## config.mk

```make
export PLATFORM = sky130hd
export DESIGN_NAME = multi_channel_function_generator
export DESIGN_NICKNAME = d
export VERILOG_FILES = /design/src/rtl/multi_channel_function_generator.sv
export SDC_FILE = /design/constraint.sdc
export NUM_CORES = 1
export LEC_CHECK = 0
export ABC_CLOCK_PERIOD_IN_PS = 9600
export CELL_PAD_IN_SITES_DETAIL_PLACEMENT = 1
export CELL_PAD_IN_SITES_GLOBAL_PLACEMENT = 1
export CORE_UTILIZATION = 54
export DETAILED_ROUTE_END_ITERATION = 12
export GPL_ROUTABILITY_DRIVEN = 0
export PLACE_DENSITY_LB_ADDON = 0.1
export SYNTH_ARGS = -nofsm -noshare
export SYNTH_HDL_FRONTEND = slang
export SYNTH_SLANG_ARGS = --single-unit
```

## constraint.sdc

```tcl
create_clock -name clk -period 9.6 [get_ports clk]
set_clock_uncertainty 0.05 [all_clocks]
set_input_delay 2.88 -clock clk [delete_from_list [all_inputs] [get_ports clk]]
set_output_delay 2.88 -clock clk [all_outputs]
set_load 0.05 [all_outputs]
```

## src/rtl/multi_channel_function_generator.sv

```systemverilog
// multi_channel_function_generator
// N-channel DDS function generator: per-channel phase accumulator, six-mode
// waveform shaper, multiplicative gain and PWM output, all channels sharing one
// PWM period counter. Runtime configuration lands in shadow registers and is
// copied to the active set only at the period boundary, so outputs never glitch.
// Optional build macro: FGEN_PHASE_SYNC_EN adds the active-low synchronous
// sync_n input that zeroes every phase accumulator and the period counter.
module multi_channel_function_generator #(
    parameter int CHANNELS = 2,
    parameter int DATA_W   = 8,
    parameter int PHASE_W  = 16,
    parameter int AMP_W    = 8
) (
    input  logic                clk,
    input  logic                rst,
`ifdef FGEN_PHASE_SYNC_EN
    input  logic                sync_n,
`endif
    input  logic                cfg_we,
    input  logic [2:0]          cfg_chan,
    input  logic [1:0]          cfg_addr,
    input  logic [PHASE_W-1:0]  cfg_data,
    output logic [CHANNELS-1:0] pwm_out,
    output logic                period_strobe
);

    localparam logic [DATA_W-1:0] FULL = {DATA_W{1'b1}};
    localparam logic [15:0]       LFSR_SEED = 16'hACE1;

    logic [DATA_W-1:0]  r_cnt;
    logic               r_strobe;
    logic               w_boundary;
    logic               w_sync;

    logic [PHASE_W-1:0] r_tw_sh   [CHANNELS];
    logic [2:0]         r_wave_sh [CHANNELS];
    logic [AMP_W-1:0]   r_amp_sh  [CHANNELS];
    logic               r_en_sh   [CHANNELS];

    logic [PHASE_W-1:0] r_tw_act   [CHANNELS];
    logic [2:0]         r_wave_act [CHANNELS];
    logic [AMP_W-1:0]   r_amp_act  [CHANNELS];
    logic               r_en_act   [CHANNELS];

    logic [PHASE_W-1:0] r_phase [CHANNELS];
    logic [DATA_W-1:0]  r_duty  [CHANNELS];
    logic [15:0]        r_lfsr  [CHANNELS];
    logic [CHANNELS-1:0] r_pwm;

    // Fibonacci LFSR, taps x^16+x^14+x^13+x^11+1, shifting towards the LSB.
    function automatic logic [15:0] lfsr_step(input logic [15:0] l);
        return {l[0] ^ l[2] ^ l[3] ^ l[5], l[15:1]};
    endfunction

    // Waveform shaper; p is the top DATA_W bits of the phase accumulator.
    function automatic logic [DATA_W-1:0] shape(input logic [2:0]        wave,
                                                input logic [DATA_W-1:0] p,
                                                input logic [15:0]       l);
        logic [DATA_W-1:0] t;
        logic [DATA_W-1:0] n;
        t = {p[DATA_W-2:0], 1'b0};
        n = '0;
        for (int i = 0; i < DATA_W; i++)
            n[i] = (i < 16) ? l[i % 16] : 1'b0;
        case (wave)
            3'd1:    return p[DATA_W-1] ? '0 : FULL;
            3'd2:    return p;
            3'd3:    return FULL - p;
            3'd4:    return p[DATA_W-1] ? ~t : t;
            3'd5:    return n;
            default: return '0;
        endcase
    endfunction

    // Truncating gain; an all-ones amplitude is an exact pass-through.
    function automatic logic [DATA_W-1:0] gain(input logic [DATA_W-1:0] s,
                                               input logic [AMP_W-1:0]  a);
        logic [DATA_W+AMP_W-1:0] prod;
        prod = {{AMP_W{1'b0}}, s} * {{DATA_W{1'b0}}, a};
        if (&a)
            return s;
        return prod[AMP_W +: DATA_W];
    endfunction

`ifdef FGEN_PHASE_SYNC_EN
    assign w_sync = ~sync_n;
`else
    assign w_sync = 1'b0;
`endif

    assign w_boundary    = (r_cnt == FULL);
    assign pwm_out       = r_pwm;
    assign period_strobe = r_strobe;

    // Shared period counter and registered boundary strobe.
    always_ff @(posedge clk or negedge rst) begin
        if (!rst) begin
            r_cnt    <= '0;
            r_strobe <= 1'b0;
        end else begin
            r_strobe <= w_boundary;
            r_cnt    <= w_sync ? '0 : r_cnt + DATA_W'(1);
        end
    end

    // Shadow register writes; channel indices beyond CHANNELS match nothing.
    always_ff @(posedge clk or negedge rst) begin
        if (!rst) begin
            for (int c = 0; c < CHANNELS; c++) begin
                r_tw_sh[c]   <= '0;
                r_wave_sh[c] <= '0;
                r_amp_sh[c]  <= '1;
                r_en_sh[c]   <= 1'b0;
            end
        end else begin
            for (int c = 0; c < CHANNELS; c++) begin
                if (cfg_we && cfg_chan == 3'(c)) begin
                    case (cfg_addr)
                        2'd0: r_tw_sh[c]   <= cfg_data;
                        2'd1: r_wave_sh[c] <= cfg_data[2:0];
                        2'd2: r_amp_sh[c]  <= cfg_data[AMP_W-1:0];
                        2'd3: r_en_sh[c]   <= cfg_data[0];
                    endcase
                end
            end
        end
    end

    // Boundary update: duty from the pre-copy active config, phase step, LFSR
    // step and shadow-to-active copy all happen on the same edge.
    always_ff @(posedge clk or negedge rst) begin
        if (!rst) begin
            for (int c = 0; c < CHANNELS; c++) begin
                r_tw_act[c]   <= '0;
                r_wave_act[c] <= '0;
                r_amp_act[c]  <= '1;
                r_en_act[c]   <= 1'b0;
                r_phase[c]    <= '0;
                r_duty[c]     <= '0;
                r_lfsr[c]     <= LFSR_SEED;
            end
        end else begin
            for (int c = 0; c < CHANNELS; c++) begin
                if (w_boundary) begin
                    r_duty[c]     <= r_en_act[c]
                                   ? gain(shape(r_wave_act[c], r_phase[c][PHASE_W-1 -: DATA_W], r_lfsr[c]),
                                          r_amp_act[c])
                                   : '0;
                    r_phase[c]    <= r_en_act[c] ? r_phase[c] + r_tw_act[c] : '0;
                    r_lfsr[c]     <= lfsr_step(r_lfsr[c]);
                    r_tw_act[c]   <= r_tw_sh[c];
                    r_wave_act[c] <= r_wave_sh[c];
                    r_amp_act[c]  <= r_amp_sh[c];
                    r_en_act[c]   <= r_en_sh[c];
                end
                if (w_sync)
                    r_phase[c] <= '0;
            end
        end
    end

    // Registered PWM comparators, one cycle behind the counter.
    always_ff @(posedge clk or negedge rst) begin
        if (!rst) begin
            r_pwm <= '0;
        end else begin
            for (int c = 0; c < CHANNELS; c++)
                r_pwm[c] <= (r_cnt < r_duty[c]);
        end
    end

endmodule
```

==> Implementation_results.wiki <==
{| class="wikitable"
! Metric !! Value
|-
| Worst rel slew slack || 25.4%
|-
| Type of the tightest min-delay check || reg -> reg
|-
| Height of the chip || 164 µm
|-
| Hold WS || 406 ps
|-
| PortBufs || 26
|-
| Sum of negative setup slack || 0 ps
|-
| Worst hold path startpoint || r_amp_sh[7]$_DFFE_PN1P_
|-
| Post-CTS Hold Buffers || 0
|-
| Die Span X || 164 µm
|-
| Startpoint of the worst-slack reg-to-reg timing path || r_wave_act[3]$_DFFE_PN0P_
|-
| Drt total wl || 36,700 µm
|-
| Largest fanout on the critical path || 23
|-
| Final setup violation count || 0
|-
| Nets@finish || around 1.7k
|-
| XOR/XNOR share of the synthesized area || 4.32%
|-
| Multiplexer share of the synthesized area || 5.10%
|-
| Root buf cell || clkbuf_16
|-
| PD cells || 129 nW/µm²
|-
| Initial antenna violation count || 1
|-
| Run status || complete, no violations
|-
| Number of vias per cell after detailed routing || approximately 5.8
|-
| Pin count of the biggest net entering global routing || 111
|-
| Largest stage delay on the critical path || 920 ps
|-
| Dominant combinational cell family by area after synthesis || adder cells
|-
| Num CTS Buffers || 24
|-
| Number of violations of the max-capacitance limit || 0
|-
| Clock-pin slew of the registers on the worst-case setup and hold paths || around 60 ps
|-
| Residual DRC count || 0
|-
| Initial standard-cell utilization of the core || 55.7%
|-
| Logic depth of the worst register-to-register path || 18
|-
| Compound-cell area share of the yosys netlist || 10.5%
|-
| Leak || between 7 and 8 nW
|-
| Max clock buf depth || 3
|-
| Remaining number of nets flagged by the antenna check after routing || 0
|-
| Number of post-CTS setup repair buffers || 0
|-
| Fraction of synthesis flops using an asynchronous set or reset pin || 100%
|-
| Ranking of synthesized cells by area || dfrtp_1 27%, fa_1 10%, ha_1 9.8%, nand2_1 9.2%, dfstp_2 8.9%
|-
| Cells on Worst Hold Path || 2
|-
| Wire length of the first global-routing pass || 60,300 µm
|-
| Data required time at the worst endpoint || 9940 ps
|-
| Area share of the largest cell type after synthesis || 27.3%
|-
| Synthesized instance count || 1,478
|-
| Fraction of final layout cells with drive strength greater than 1 || 13.0%
|-
| Flop and latch count out of synthesis || 203
|-
| Total nets after synthesis || 1,685
|-
| Final hold violations || 0
|-
| Final critical-path share of the clock period || 65.9%
|-
| Type of the worst setup path || reg -> reg
|-
| Cell with the biggest individual delay on the critical path || dfrtp_1
|-
| Residual overflow from global routing || 0
|-
| Final HPWL DP || approximately 26,000 µm
|-
| # rows || 58
|-
| Sinks on Clock Net || 203
|-
| Most common flop cell mapped by yosys || dfrtp_1
|-
| Clock latency at the later pin of the worst-skew pair || ~520 ps
|-
| Crit end category || flop
|-
| Commonest cells after routing, fill and taps aside || 347 x nand2_1, 155 x dfrtp_1, 111 x inv_1, 111 x ha_1, 102 x and2_1
|-
| Most area-hungry cell type in the Yosys netlist || dfrtp_1
|-
| Post-synthesis instance area || about 14,000 µm²
|-
| Core Footprint || 25,500 µm²
|-
| Final routed wire length divided by cell count || 20.0 µm
|-
| I/O Pins || 27
|-
| Hold Crit Endpoint || r_amp_act[7]$_DFFE_PN1P_
|-
| Total buffers and inverters traversed by the critical path || 2
|-
| Final Max Tran Viols || 0
|-
| # resized after CTS || 0
|-
| Number of search-and-repair iterations in the first detailed-routing pass || 4
|-
| Capture point of the worst reg-to-reg path || r_duty[14]$_DFFE_PN0P_
|-
| Area added between synthesis and finish || 9.66%
|-
| Post-Syn Area per Cell || between 9 and 10 µm²
|-
| Die area || 26,900 µm²
|-
| Unique masters post-synth || between 80 and 90
|-
| RSZ-0062 raised after global routing || false
|-
| Crit-path cells || nor3b_2, a21oi_1, o22ai_1, and2_1, fa_1, fa_1, fa_1, inv_1, fa_1, inv_1, ha_1, nand2_1, o21ai_0, a311oi_2, o31ai_4, a21oi_2, xor2_1, o21ai_1
|-
| Startpoint type of the worst setup path || flop
|-
| Maximum frequency from static timing analysis || about 160 MHz
|-
| Total power after layout || 2.01 mW
|-
| Global-route total usage across every layer || ~29%
|-
| Post-layout min period || 6330 ps
|-
| Vias in the first global route || 11.7k
|-
| Fraction of the yosys area taken by sequential cells || 36.2%
|-
| CTS tree || yes
|-
| Total number of vias || approximately 11k
|-
| Commonest non-fill, non-tap cell in the layout || nand2_1
|-
| Cell class contributing the biggest share of worst-path delay || adder cells
|-
| Filler Cell Count || ~2.9k
|-
| Number of design-rule violations left by the first detailed-router iteration || between 400 and 500
|-
| Total number of H-tree levels || 1
|-
| Post-synthesis share of cell area spent on full adders, half adders and majority gates || 19.9%
|-
| Number of enable flip-flop cells after synthesis || 0
|-
| Highest ir drop seen on vdd || about 0.19 mV
|-
| Synth Warn # || 0
|-
| Simple-gate portion of the synthesized area || 19.3%
|-
| FF-to-FF setup slack || approximately 3300 ps
|-
| Most used cell along the critical path || fa_1
|-
| Antenna diodes || 0
|-
| WP data arrival || 6670 ps
|-
| Worst slew pin tran || 1100 ps
|}
[area by class of cell]
| class | count | area (µm²) | share of cell area [%] |
|---|---|---|---|
| Clock buffer | 30 | 674 | 4.33 |
| Sequential cell | 203 | 5140 | 33.0 |
| Tap cell | 330 | 413 | 2.65 |
| Multi-Input combinational cell | 1113 | 8410 | 54.0 |
| Inverter | 113 | 425 | 2.73 |
| Timing Repair Buffer | 32 | 309 | 1.99 |
| Clock inverter | 14 | 190 | 1.22 |
[state kept, by name, summed over array words and instances (netlist names)]
name           count
r_duty            16
r_lfsr            32
period_strobe      1
r_phase           32
pwm_out            2
r_wave_sh          6
r_en_act           2
r_amp_act         16
r_tw_act          32
r_en_sh            2
r_tw_sh           32
r_amp_sh          16
r_cnt              8
r_wave_act         6
[cells by family after synthesis]
kind of cell	count (synthesis)
simple gates	586
compound gates	209
flops	203
fa+ha+maj	183
buf+inv	162
xor+xnor	70
mux	65
[power breakdown]
group | switching, mW | total (mW) | internal [mW]
logic | 0.0394 | 0.0832 | 0.0437
registers | 0.0273 | 0.939 | 0.912
clock network | 0.376 | 0.984 | 0.608
total | 0.442 | 2.01 | 1.56
[layer usage]
layer,up-vias,part of all wire (%),track usage (%)
met5,-,0,0
met4,0,2.3,7.74
met3,63,3.4,3.81
met2,161,49,49.7
met1,5455,45,37.3
li1,4929,-,-
[tightest hold or removal path, delay by kind of cell, from the launching register on]
family	cells	cell delay, ps
simple gates	2	90
flops	1	370
[metrics by stage]
step                      worst slack, ps  instances  cell area (µm²)  utilization, %
after floorplan                      4190       1478            14200               -
after global placement               3530       1791            14700            57.7
after detailed placement             3400       1791            14700            57.7
after CTS                            3320       1835            15600            61.1
after global routing                 2930       1835            15600            61.1
final                                3270       1835            15600            61.1
[cell usage after synthesis, drive strengths merged, types with 7 or more instances]
| library cell | number |
|---|---|
| a211oi | 7 |
| or3 | 8 |
| mux2 | 58 |
| o21ai | 39 |
| ha | 111 |
| xnor2 | 32 |
| nor2 | 38 |
| a31oi | 7 |
| a21oi | 55 |
| dfrtp | 155 |
| xor2 | 38 |
| inv | 112 |
| nand2 | 349 |
| nand3 | 18 |
| nand2b | 7 |
| o31ai | 12 |
| and3 | 9 |
| fa | 72 |
| nor3 | 18 |
| dfstp | 48 |
| and2 | 108 |
| mux2i | 7 |
| clkbuf | 37 |
| buf | 12 |
| a21o | 25 |
| o22ai | 16 |
[how the worst max path moves through the flow]
stage | start | end | slack, ps | cells after the start
2_1_floorplan | r_phase[15]$_DFFE_PN0P_ | r_duty[2]$_DFFE_PN0P_ | 4190 | 22
3_3_place_gp | r_wave_act[0]$_DFFE_PN0P_ | r_duty[2]$_DFFE_PN0P_ | 3530 | 19
3_5_place_dp | r_wave_act[0]$_DFFE_PN0P_ | r_duty[6]$_DFFE_PN0P_ | 3400 | 18
4_1_cts | r_wave_act[3]$_DFFE_PN0P_ | r_duty[14]$_DFFE_PN0P_ | 3320 | 18
5_1_grt | r_wave_act[0]$_DFFE_PN0P_ | r_duty[4]$_DFFE_PN0P_ | 2930 | 18
6_report | r_wave_act[3]$_DFFE_PN0P_ | r_duty[14]$_DFFE_PN0P_ | 3270 | 18
(Power assumes the default switching activity.)
